**config.mk**
```make
export PLATFORM = sky130hd
export DESIGN_NAME = histogram_update_controller
export DESIGN_NICKNAME = d
export VERILOG_FILES = /design/src/rtl/histogram_pkg.sv /design/src/rtl/histogram_update_controller.sv
export SDC_FILE = /design/constraint.sdc
export NUM_CORES = 1
export LEC_CHECK = 0
export CAP_MARGIN = 20
export CELL_PAD_IN_SITES_DETAIL_PLACEMENT = 1
export CELL_PAD_IN_SITES_GLOBAL_PLACEMENT = 1
export CORE_ASPECT_RATIO = 1.4
export CORE_MARGIN = 4
export CORE_UTILIZATION = 30
export DETAILED_ROUTE_END_ITERATION = 7
export PLACE_DENSITY = 0.69
export SYNTH_ARGS = -nofsm -noshare
export SYNTH_HDL_FRONTEND = slang
export SYNTH_SLANG_ARGS = --single-unit
```
**constraint.sdc**
```tcl
create_clock -name clk -period 1.9 [get_ports clk]
set_input_delay 0.57 -clock clk [delete_from_list [all_inputs] [get_ports clk]]
set_output_delay 0.57 -clock clk [all_outputs]
set_load 0.005 [all_outputs]
```
**src/rtl/histogram_pkg.sv**
```systemverilog
// Constants and controller state type shared by the histogram memory, its
// readout path and the update controller.
package histogram_pkg;

   localparam int unsigned HIST_ADDR_W = 10;
   localparam int unsigned HIST_DATA_W = 16;

   typedef enum logic [2:0] {
      StIdle,
      StRd1,
      StRd2,
      StWr,
      StClr
   } histState_t;

endpackage

```
**src/rtl/histogram_update_controller.sv**
```systemverilog
// Drives port A of the histogram BRAM: saturating read-modify-write increments
// for accepted bin events, and a full-memory clear sweep on request.
module histogram_update_controller
   import histogram_pkg::*;
#(
   parameter int unsigned ADDR_W = HIST_ADDR_W,
   parameter int unsigned DATA_W = HIST_DATA_W,
   parameter int unsigned CNT_W  = 32
) (
   input  logic              clk,
   input  logic              reset,
   input  logic              evt_valid,
   input  logic [ADDR_W-1:0] evt_bin,
   output logic              evt_ready,
   input  logic              clear_start,
   output logic              clear_busy,
   output logic              mem_we,
   output logic [ADDR_W-1:0] mem_addr,
   output logic [DATA_W-1:0] mem_din,
   input  logic [DATA_W-1:0] mem_dout,
   output logic [CNT_W-1:0]  evt_count,
   output logic              saturated
);

   localparam logic [DATA_W-1:0] FullScale = '1;
   localparam logic [ADDR_W-1:0] LastAddr  = '1;
   localparam logic [CNT_W-1:0]  CountMax  = '1;

   histState_t state;
   logic       clearPending;
   logic       accept;
   logic       willSaturate;

   // Ready is a pure decode of registered state so no combinational path exists from evt_valid.
   assign evt_ready    = ((state == StIdle) || (state == StWr)) && !clearPending;
   assign clear_busy   = clearPending || (state == StClr);
   assign accept       = evt_valid && evt_ready;
   assign willSaturate = (mem_dout == FullScale) || (mem_dout == FullScale - DATA_W'(1));

   always_ff @(posedge clk) begin
      if (!reset) begin
         state        <= StIdle;
         mem_we       <= 1'b0;
         mem_addr     <= '0;
         mem_din      <= '0;
         evt_count    <= '0;
         saturated    <= 1'b0;
         clearPending <= 1'b0;
      end else begin
         if (clear_start && (state != StClr)) begin
            clearPending <= 1'b1;
         end

         unique case (state)
            StIdle, StWr: begin
               if (accept) begin
                  mem_addr <= evt_bin;
                  mem_we   <= 1'b0;
                  state    <= StRd1;
                  if (evt_count != CountMax) begin
                     evt_count <= evt_count + CNT_W'(1);
                  end
               end else if (clearPending) begin
                  // Entry overrides a clear_start arriving on this same edge.
                  mem_addr     <= '0;
                  mem_din      <= '0;
                  mem_we       <= 1'b1;
                  clearPending <= 1'b0;
                  state        <= StClr;
               end else begin
                  mem_we <= 1'b0;
                  state  <= StIdle;
               end
            end

            StRd1: state <= StRd2;

            StRd2: begin
               mem_din <= (mem_dout == FullScale) ? FullScale : mem_dout + DATA_W'(1);
               mem_we  <= 1'b1;
               if (willSaturate) begin
                  saturated <= 1'b1;
               end
               state <= StWr;
            end

            StClr: begin
               if (mem_addr == LastAddr) begin
                  mem_we    <= 1'b0;
                  evt_count <= '0;
                  saturated <= 1'b0;
                  state     <= StIdle;
               end else begin
                  mem_addr <= mem_addr + ADDR_W'(1);
               end
            end

            default: state <= StIdle;
         endcase
      end
   end

endmodule

```
==> results of run 1 <==
per-layer routing:
metal | part of all wire [%] | routed length, um | global-route usage [%]
met1 | 38 | 6230 | 23.8
met4 | 3.6 | 580 | 8.54
met5 | 0 | 0 | 0
met2 | 55 | 8960 | 41.3
met3 | 3.4 | 556 | 3.12
report_power, final:
group | internal (mW) | switching, mW | leakage [nW]
Clock | 0.958 | 0.608 | 0.131
Sequential | 1.52 | 0.131 | 0.533
Combinational | 1.05 | 1.12 | 2.22
through the flow:
| stage | setup slack [ps] | util [%] | power (mW) | setup TNS, ps | hold slack [ps] |
|---|---|---|---|---|---|
| after CTS | -77.3 | 51.5 | 5.25 | -288 | 462 |
| after floorplan | 2.67 | - | 2.56 | 0 | 448 |
| after global placement | -475 | 46.9 | 3.55 | -17150 | 443 |
| after global routing | -174 | 54.9 | 5.67 | -2720 | 485 |
| after detailed placement | -564 | 46.9 | 3.61 | -19750 | 451 |
| final | -148 | 54.9 | 5.38 | -792 | 459 |
cell usage in the layout, fill, tap and decap left out, drive strengths merged, types with 18 or more instances in the layout:
cell type,instances
buf,145
dlymetal6s2s,23
nor3,21
nand2,46
clkdlybuf4s50,51
nand3,23
a21oi,35
clkbuf,18
nand4,19
dfxtp,64
nor2,28
o21ai,32
sequential cells by signal, summed over array words and instances (netlist names):
name	count
mem_addr	10
mem_we	1
saturated	1
state	3
mem_din	16
evt_count	32
clearPending	1
timing repair:
item / CTS / global route
hold buffers: 0 / 0
setup endpoints to repair: 67 / 81
cloned: 2 / 1
resized for setup: 94 / 83
buffers inserted: 11 / 10
hold endpoints to repair: 0 / 0
pin swaps: 25 / 18
cell families (layout without fill, tap and decap cells):
family / count (synthesis) / after routing / synth area share, %
AO/OA/AOI/OAI: 142 / 142 / 26.4
XOR/XNOR: 15 / 15 / 3.56
adder cells (fa/ha/maj): 4 / 4 / 1.36
buffers and inverters: 43 / 260 / 5.33
flip-flops: 64 / 64 / 34.7
multiplexers: 1 / 1 / 0.305
AND/OR/NAND/NOR: 195 / 195 / 28.3
worst min-delay path by stage:
stage,slack [ps],cells past startpoint,endpoint,from
2_1_floorplan,450,2,mem_din[1],mem_din[1]
4_1_cts,460,2,mem_din[6],mem_din[6]
6_report,460,2,mem_din[1],mem_din[1]
3_3_place_gp,440,2,mem_din[7],mem_din[7]
3_5_place_dp,450,2,mem_din[1],mem_din[1]
5_1_grt,490,2,mem_din[1],mem_din[1]
critical path: cells and delay by family, from the launching register on:
| family | cells | cell delay, ps |
|---|---|---|
| AO/OA/AOI/OAI | 2 | 570 |
| buffers and inverters | 2 | 330 |
| flip-flops | 1 | 340 |
| AND/OR/NAND/NOR | 3 | 690 |
cell usage after synthesis, types with 5 or more instances:
cell type,count
nand3_1,23
inv_1,7
a31oi_1,12
dfxtp_1,64
xor2_1,7
nor3b_1,6
nor2_1,28
o311ai_0,7
nand2_1,46
xnor2_1,8
and3_1,8
o221a_2,14
o21ai_0,31
o31ai_1,13
nor4_1,9
clkbuf_1,23
nand4_1,18
or3_1,6
and2_1,5
nor3_1,21
or4_1,7
buf_2,7
a221oi_1,5
a21oi_1,35
cell type report:
cell class	instances	area [um^2]	share of cell area, %
multi-input cells	357	2530	38.7
repair buffers	236	2200	33.6
flip-flops and latches	64	1330	20.3
clock buffers	16	272	4.15
well taps	147	184	2.81
inverters	8	30.0	0.458
==> flow_summary.ini, run 1 <==
[worst_setup_path]
worstPathArrival_ps = 2280
critPathCaptureType = flip-flop
critical_path.startpoint = evt_count[8]
path_cells = buf_6, nand4_1, nor4_2, buf_4, nand4_1, a221o_1, o21a_1
crit_top_cell = nand4_1
critPathRequiredTime_ps = 2130
worstSetupPathType = flip-flop to flip-flop
r2r_slack_ps = -150
crit_path_max_fanout = 5
crit_path_top_delay_cell = a221o_1
startpoint_type = flip-flop
rr_endpoint = evt_count[19]
critPathMaxStageDelay_ps = 370
r2r.worst_path.cells = 7
cp-endpoint = evt_count[19]
rr_startpoint = evt_count[8]

[synthesis]
synth.area.top_cells = dfxtp_1 35%, a21oi_1 4.8%, nand2_1 4.7%
synthesis.area_um2 = 3690
synthCells = 464
async_flop_share_pct = 0
synth_edf_count = 0
syn_avg_cell_area_um2 = 7.95
synth_cell_types = 57
yosysTopAreaCell = dfxtp_1
synth_flop_cell = dfxtp_1
netlist.area_leader.share_pct = 34.7
synth_seq_cells = 64
ys_seq_area_share_pct = 34.7
yosys_warnings = 0
synth_nets = 498

[timing]
min_period_over_period_pct = 108
clock_skew_ps = 9.84
slew_headroom_pct = 66.0
min_period_ps = 2050
tightest_slew_ps = 510
drv_slew = 0
finalHoldViolations = 0
rsz0062_at_grt = true
setup_viol_count_final = 24
fmax_ghz = 0.488
worst_slack_ps = -148

[grt]
antenna_found_initial = 0
grt_pass1_vias = 4960
grt_max_degree = 37
grt_overflow = 0
grt_pass1_wl_mm = 24.8
gr-usage-all-layers_pct = 21.9

[place]
hpwl_mm = 10.8
port_buffers = 91
gp_congestion = 0.803
placed_area_um2 = 5600
dp.cells = 788

[floorplanning]
initial_utilization_pct = 30.9
core-area_um2 = 11900
io_pins = 92
die_h_um = 139
num_rows = 47
dieArea_um2 = 14200
fp.dieW_um = 102

[final_layout]
num_antenna_cells = 0
layout.nets = 710
final_area_um2 = 6550
drive_gt1_share_pct = 38.3
fillers = 1395
final_cells = 828
area_growth_pct = 77.6

[run]
cap_violations = 0

[drt]
drt_first_pass_iters = 4
drc_errors = 0
wl_mm = 16.3
wl_per_cell_um = 19.7
vias_per_cell = 5.68
vias = 4704
drt_iter0_markers = 134
ant_nets = 0

[clock_network]
cts_max_path_buffers = 2
clk_latency_ps = 340
clock_sinks = 64
cts_tree = yes
clockRootBuffer = clkbuf_16
path_clk_slew_ps = 60
h-tree-depth = 3
cts_buffers = 9

[run_status]
status = finished with violations
violations = negative setup slack

[pwr]
power.leakage_nw = 2.89
peakVddDrop_uv = 523
power.density_nw_per_um2 = 822

[worst_hold_path]
hold_path_class = flip-flop to flip-flop
Power figures use the tool's default switching activity.
==> inputs of run 2 (changes only) <==
--- a/config.mk
+++ b/config.mk
@@ -13,6 +13,7 @@
 export CORE_UTILIZATION = 30
 export DETAILED_ROUTE_END_ITERATION = 7
 export PLACE_DENSITY = 0.69
+export SKIP_LAST_GASP = 1
 export SYNTH_ARGS = -nofsm -noshare
 export SYNTH_HDL_FRONTEND = slang
 export SYNTH_SLANG_ARGS = --single-unit
==> flow_summary.ini, run 2 (synthesis gave the netlist of run 1 again) <==
[run_status]
status = finished with violations
violations = negative setup slack

[floorplanning]
fp.dieW_um = 102
initial_utilization_pct = 30.9
core-area_um2 = 11900
die_h_um = 139
num_rows = 47
dieArea_um2 = 14200
io_pins = 92

[grt]
gr-usage-all-layers_pct = 21.9
antenna_found_initial = 0
grt_overflow = 0
grt_max_degree = 37
grt_pass1_vias = 4956
grt_pass1_wl_mm = 24.8

[worst_setup_path]
critPathRequiredTime_ps = 2130
worstSetupPathType = flip-flop to flip-flop
r2r_slack_ps = -110
critPathCaptureType = flip-flop
crit_path_max_fanout = 5
startpoint_type = flip-flop
worstPathArrival_ps = 2240

[drt]
wl_mm = 16.7
wl_per_cell_um = 20.1
drt_iter0_markers = 140
drc_errors = 0
vias_per_cell = 5.66
drt_first_pass_iters = 4
vias = 4705
ant_nets = 0

[pwr]
p_seq_share_pct = 30.0
power.leakage_nw = 2.95
p_total_mw = 5.51
intPower_mw = 3.60
peakVddDrop_uv = 519
clkPwrFrac_pct = 28.7
combPwrFrac_pct = 41.3
power.density_nw_per_um2 = 835
p_switching_mw = 1.91
switching_share_pct = 34.7

[worst_hold_path]
hold_path_class = flip-flop to flip-flop

[clock_network]
cts_tree = yes
clockRootBuffer = clkbuf_16
cts_buffers = 9
path_clk_slew_ps = 60
clk_latency_ps = 340
cts_max_path_buffers = 2
h-tree-depth = 3
clock_sinks = 64
hold_buffers = 0

[place]
hpwl_mm = 10.8
port_buffers = 91
gp_congestion = 0.803

[final_layout]
most-common-layout-cells = 116 x buf_4, 52 x clkdlybuf4s50_1, 43 x nand2_1, 38 x dfxtp_1, 29 x a21oi_1
num_antenna_cells = 0
top_regs = evt_count: 32 flops, mem_din: 16 flops, mem_addr: 10 flops
final_common_cell = buf_4
largest_reg_flops = 32
area_growth_pct = 79.2
drive_gt1_share_pct = 38.6
fillers = 1393
layout.nets = 713
largest-register = evt_count

[timing]
clock_skew_ps = 5.61
worst_slack_ps = -108
setup_viol_count_final = 26
fmax_ghz = 0.498
min_period_ps = 2010
finalHoldWorstSlack_ps = 458
drv_slew = 0
tightest_slew_ps = 505
slew_headroom_pct = 66.3
rsz0062_at_grt = true
min_period_over_period_pct = 106
finalHoldViolations = 0

[run]
cap_violations = 0
[run 2: worst max-delay path, cell delays in order (launching register included)]
cell	delay (ps)
dfxtp_2	340
buf_6	100
nand4_1	150
nor4_2	340
buf_4	220
nand4_1	190
a221o_1	350
o21a_1	200
[run 2: area by class of cell]
type	count	area [um^2]	share of cell area (%)
Clock buffer	16	272	4.11
Tap cell	147	184	2.78
Inverter	8	30.0	0.455
Timing Repair Buffer	239	2250	34.1
Sequential cell	64	1330	20.1
Multi-Input combinational cell	357	2540	38.4
[run 2: what timing repair did]
item | in CTS | in global routing
endpoints found under the setup margin | 67 | 83
gates cloned | 2 | 3
setup buffers | 11 | 11
pin swaps | 24 | 18
gates resized for setup | 90 | 84
[run 2: per-layer routing]
layer,GRT usage (%),wire length (um)
met5,0,0
met4,8.54,528
met3,3.12,590
met2,41.2,9210
met1,23.8,6360
[run 2: final timing paths]
path         cells after the start         start       endpoint
max                              7  evt_count[8]  evt_count[19]
min                              2    mem_din[1]     mem_din[1]
max reg2reg                      7  evt_count[8]  evt_count[19]
min reg2reg                      2    mem_din[1]     mem_din[1]
[run 2: through the flow]
| stage | setup slack [ps] | cell area, um^2 | std cells | TNS [ps] | util (%) |
|---|---|---|---|---|---|
| global route | -179 | 6610 | 831 | -3180 | 55.3 |
| floorplan | 2.67 | 3760 | 464 | 0 | - |
| finish | -108 | 6610 | 831 | -1190 | 55.3 |
| detailed placement | -564 | 5600 | 788 | -19750 | 46.9 |
| global placement | -475 | 5600 | 788 | -17150 | 46.9 |
| CTS | -77.3 | 6150 | 817 | -364 | 51.5 |
[run 2: power groups by stage]
stage | Clock, mW | Sequential, mW | Combinational [mW]
after floorplan | 0 | 1.68 | 0.874
after global placement | 0 | 1.64 | 1.91
after detailed placement | 0 | 1.65 | 1.96
after CTS | 1.58 | 1.63 | 2.03
after global routing | 1.64 | 1.66 | 2.48
final | 1.58 | 1.65 | 2.28
==> inputs of run 3 (changes only) <==
--- a/config.mk
+++ b/config.mk
@@ -5,6 +5,7 @@
 export SDC_FILE = /design/constraint.sdc
 export NUM_CORES = 1
 export LEC_CHECK = 0
+export ABC_AREA = 1
 export CAP_MARGIN = 20
 export CELL_PAD_IN_SITES_DETAIL_PLACEMENT = 1
 export CELL_PAD_IN_SITES_GLOBAL_PLACEMENT = 1
@@ -12,7 +13,7 @@
 export CORE_MARGIN = 4
 export CORE_UTILIZATION = 30
 export DETAILED_ROUTE_END_ITERATION = 7
-export PLACE_DENSITY = 0.69
+export PLACE_DENSITY = 0.71
 export SKIP_LAST_GASP = 1
 export SYNTH_ARGS = -nofsm -noshare
 export SYNTH_HDL_FRONTEND = slang
==> flow_summary.ini, run 3 <==
[final_layout]
multiInputGateArea_um2 = 2640
final_common_cell = nand2_1
top_regs = evt_count: 32 flops, mem_din: 16 flops, mem_addr: 10 flops
fillers = 1888
num_antenna_cells = 0
area_growth_pct = 48.8
largest-register = evt_count
drive_gt1_share_pct = 18.9
layout.nets = 917
regArea_um2 = 1320
final_area_um2 = 6330
most-common-layout-cells = 240 x nand2_1, 116 x nor2_1, 86 x clkdlybuf4s50_1, 73 x buf_4, 68 x inv_1
largest_reg_flops = 32

[floorplanning]
io_pins = 92
core-area_um2 = 13900
fp.dieW_um = 109
initial_utilization_pct = 30.6
num_rows = 51
die_h_um = 149
dieArea_um2 = 16200

[grt]
antenna_found_initial = 0
grt_max_degree = 28
gr-usage-all-layers_pct = 20.1
grt_overflow = 0
grt_pass1_wl_mm = 26.0
grt_pass1_vias = 5593

[clock_network]
hold_buffers = 0
clk_latency_ps = 330
clockRootBuffer = clkbuf_16
cts_buffers = 9
h-tree-depth = 3
path_clk_slew_ps = 50
clock_sinks = 64
cts_tree = yes
cts_max_path_buffers = 2

[drt]
wl_per_cell_um = 15.2
drc_errors = 0
drt_iter0_markers = 124
vias_per_cell = 4.83
ant_nets = 0
wl_mm = 16.2
drt_first_pass_iters = 4
vias = 5165

[synthesis]
synth_seq_cells = 64
ys_top_cells_by_count = 247 x nand2_1, 121 x nor2_1, 71 x inv_1, 64 x dfxtp_1, 56 x a21oi_1
async_flop_share_pct = 0
yosys_warnings = 0
synth.area.top_cells = dfxtp_1 30%, nand2_1 22%, nor2_1 11%
synth_nets = 755
synth_cell_types = 36
post-synth-top-count-cell = nand2_1
netlist.area_leader.share_pct = 30.1
synthesis.area_um2 = 4260
syn_avg_cell_area_um2 = 5.91
synth_flop_cell = dfxtp_1
synthCells = 721
ys_seq_area_share_pct = 30.1
synth_edf_count = 0
yosysTopAreaCell = dfxtp_1

[worst_setup_path]
critical_path.startpoint = evt_count[22]
crit_path_max_fanout = 3
cp-endpoint = evt_count[22]
r2r.worst_path.cells = 13
critPathRequiredTime_ps = 1330
r2r_slack_ps = 30
rr_endpoint = evt_count[23]
startpoint_type = flip-flop
rr_startpoint = state[0]
worstPathArrival_ps = 1310
worstSetupPathType = flip-flop to output pin
critPathCaptureType = output pin

[worst_hold_path]
hold_path_class = flip-flop to flip-flop

[timing]
fmax_ghz = 0.533
min_period_ps = 1880
finalHoldWorstSlack_ps = 468
rsz0062_at_grt = true
tightest_slew_ps = 511
setup_viol_count_final = 0
min_period_over_period_pct = 98.8
finalHoldViolations = 0
clock_skew_ps = 6.72
drv_slew = 0
slew_headroom_pct = 65.8

[place]
gp_congestion = 0.875
hpwl_mm = 12.1
port_buffers = 91
placed_area_um2 = 5830

[pwr]
power.leakage_nw = 2.69
peakVddDrop_uv = 399
power.density_nw_per_um2 = 1010

[run_status]
status = completed

[run]
cap_violations = 0
run 3: cell count changes in the layout (fill, tap and decap cells not counted), sizes merged, moves of 14 or more:
cell	delta
buf	-67
inv	+66
nand2	+206
a21oi	+22
nand3	+22
nor2	+103
clkdlybuf4s50	+34
dlymetal6s2s	-23
o221a	-14
run 3: kinds of logic (layout without fill, tap and decap cells):
group	after synthesis	after routing	share of synthesized area, %
xor gates and xnor gates	13	13	2.67
and+or+nand+nor	452	452	44.8
AOI/OAI and AO/OA	89	89	11.4
buffers and inverters	99	263	9.84
DFF	64	64	30.1
adders and majority gates	4	4	1.18
run 3: layout make-up:
class                      instances  share of cell area, %
multi-input combinational        558                   41.7
clock buffer                      11                   3.67
timing repair buffer             172                   25.3
inverter                          78                   4.68
clock inverter                     2                  0.158
tap                              185                   3.65
sequential                        64                   20.9
run 3: metrics by stage:
stage / util [%] / total power, mW / cells / setup slack [ps] / setup TNS (ps)
final: 45.5 / 6.43 / 1070 / 23.1 / 0
after global routing: 45.5 / 6.89 / 1070 / -75.4 / -671
after floorplan: - / 3.35 / 721 / 177 / 0
after global placement: 41.9 / 4.61 / 1043 / -298 / -4960
after detailed placement: 41.9 / 4.75 / 1043 / -447 / -8200
after CTS: 44.1 / 6.27 / 1060 / -76.9 / -178
run 3: how the worst min path moves through the flow:
stage,from,endpoint,slack [ps],cells after the start
2_1_floorplan,mem_we,mem_we,460,2
3_3_place_gp,mem_din[9],mem_din[9],460,2
3_5_place_dp,mem_din[12],mem_din[12],460,2
4_1_cts,mem_din[12],mem_din[12],470,2
5_1_grt,mem_din[12],mem_din[12],490,2
6_report,mem_din[12],mem_din[12],470,2
run 3: power breakdown:
group	internal, mW	switching (mW)	leakage, nW	total [mW]
Sequential	1.64	0.308	0.535	1.95
Clock	0.856	0.593	0.121	1.45
Combinational	1.46	1.57	2.04	3.03
Total	3.95	2.47	2.69	6.43
run 3: what timing repair did:
item | 4_1_cts | 5_1_grt
buffers inserted | 4 | 8
setup endpoints to repair | 49 | 79
pin swaps | 2 | 5
gates cloned | 0 | 2
resized for setup | 21 | 47
run 3: routing by layer:
metal  share of wire, %  wire, um  GRT usage (%)
met5                  0         0              0
met4                1.7       269           5.75
met3                3.4       553           3.77
met2                 56      9140           40.5
met1                 39      6270           20.2
run 3: worst max-delay path: stages, from the launching register on:
cell	delay, ps
dfxtp_1	340
buf_4	130
clkdlybuf4s50_1	500
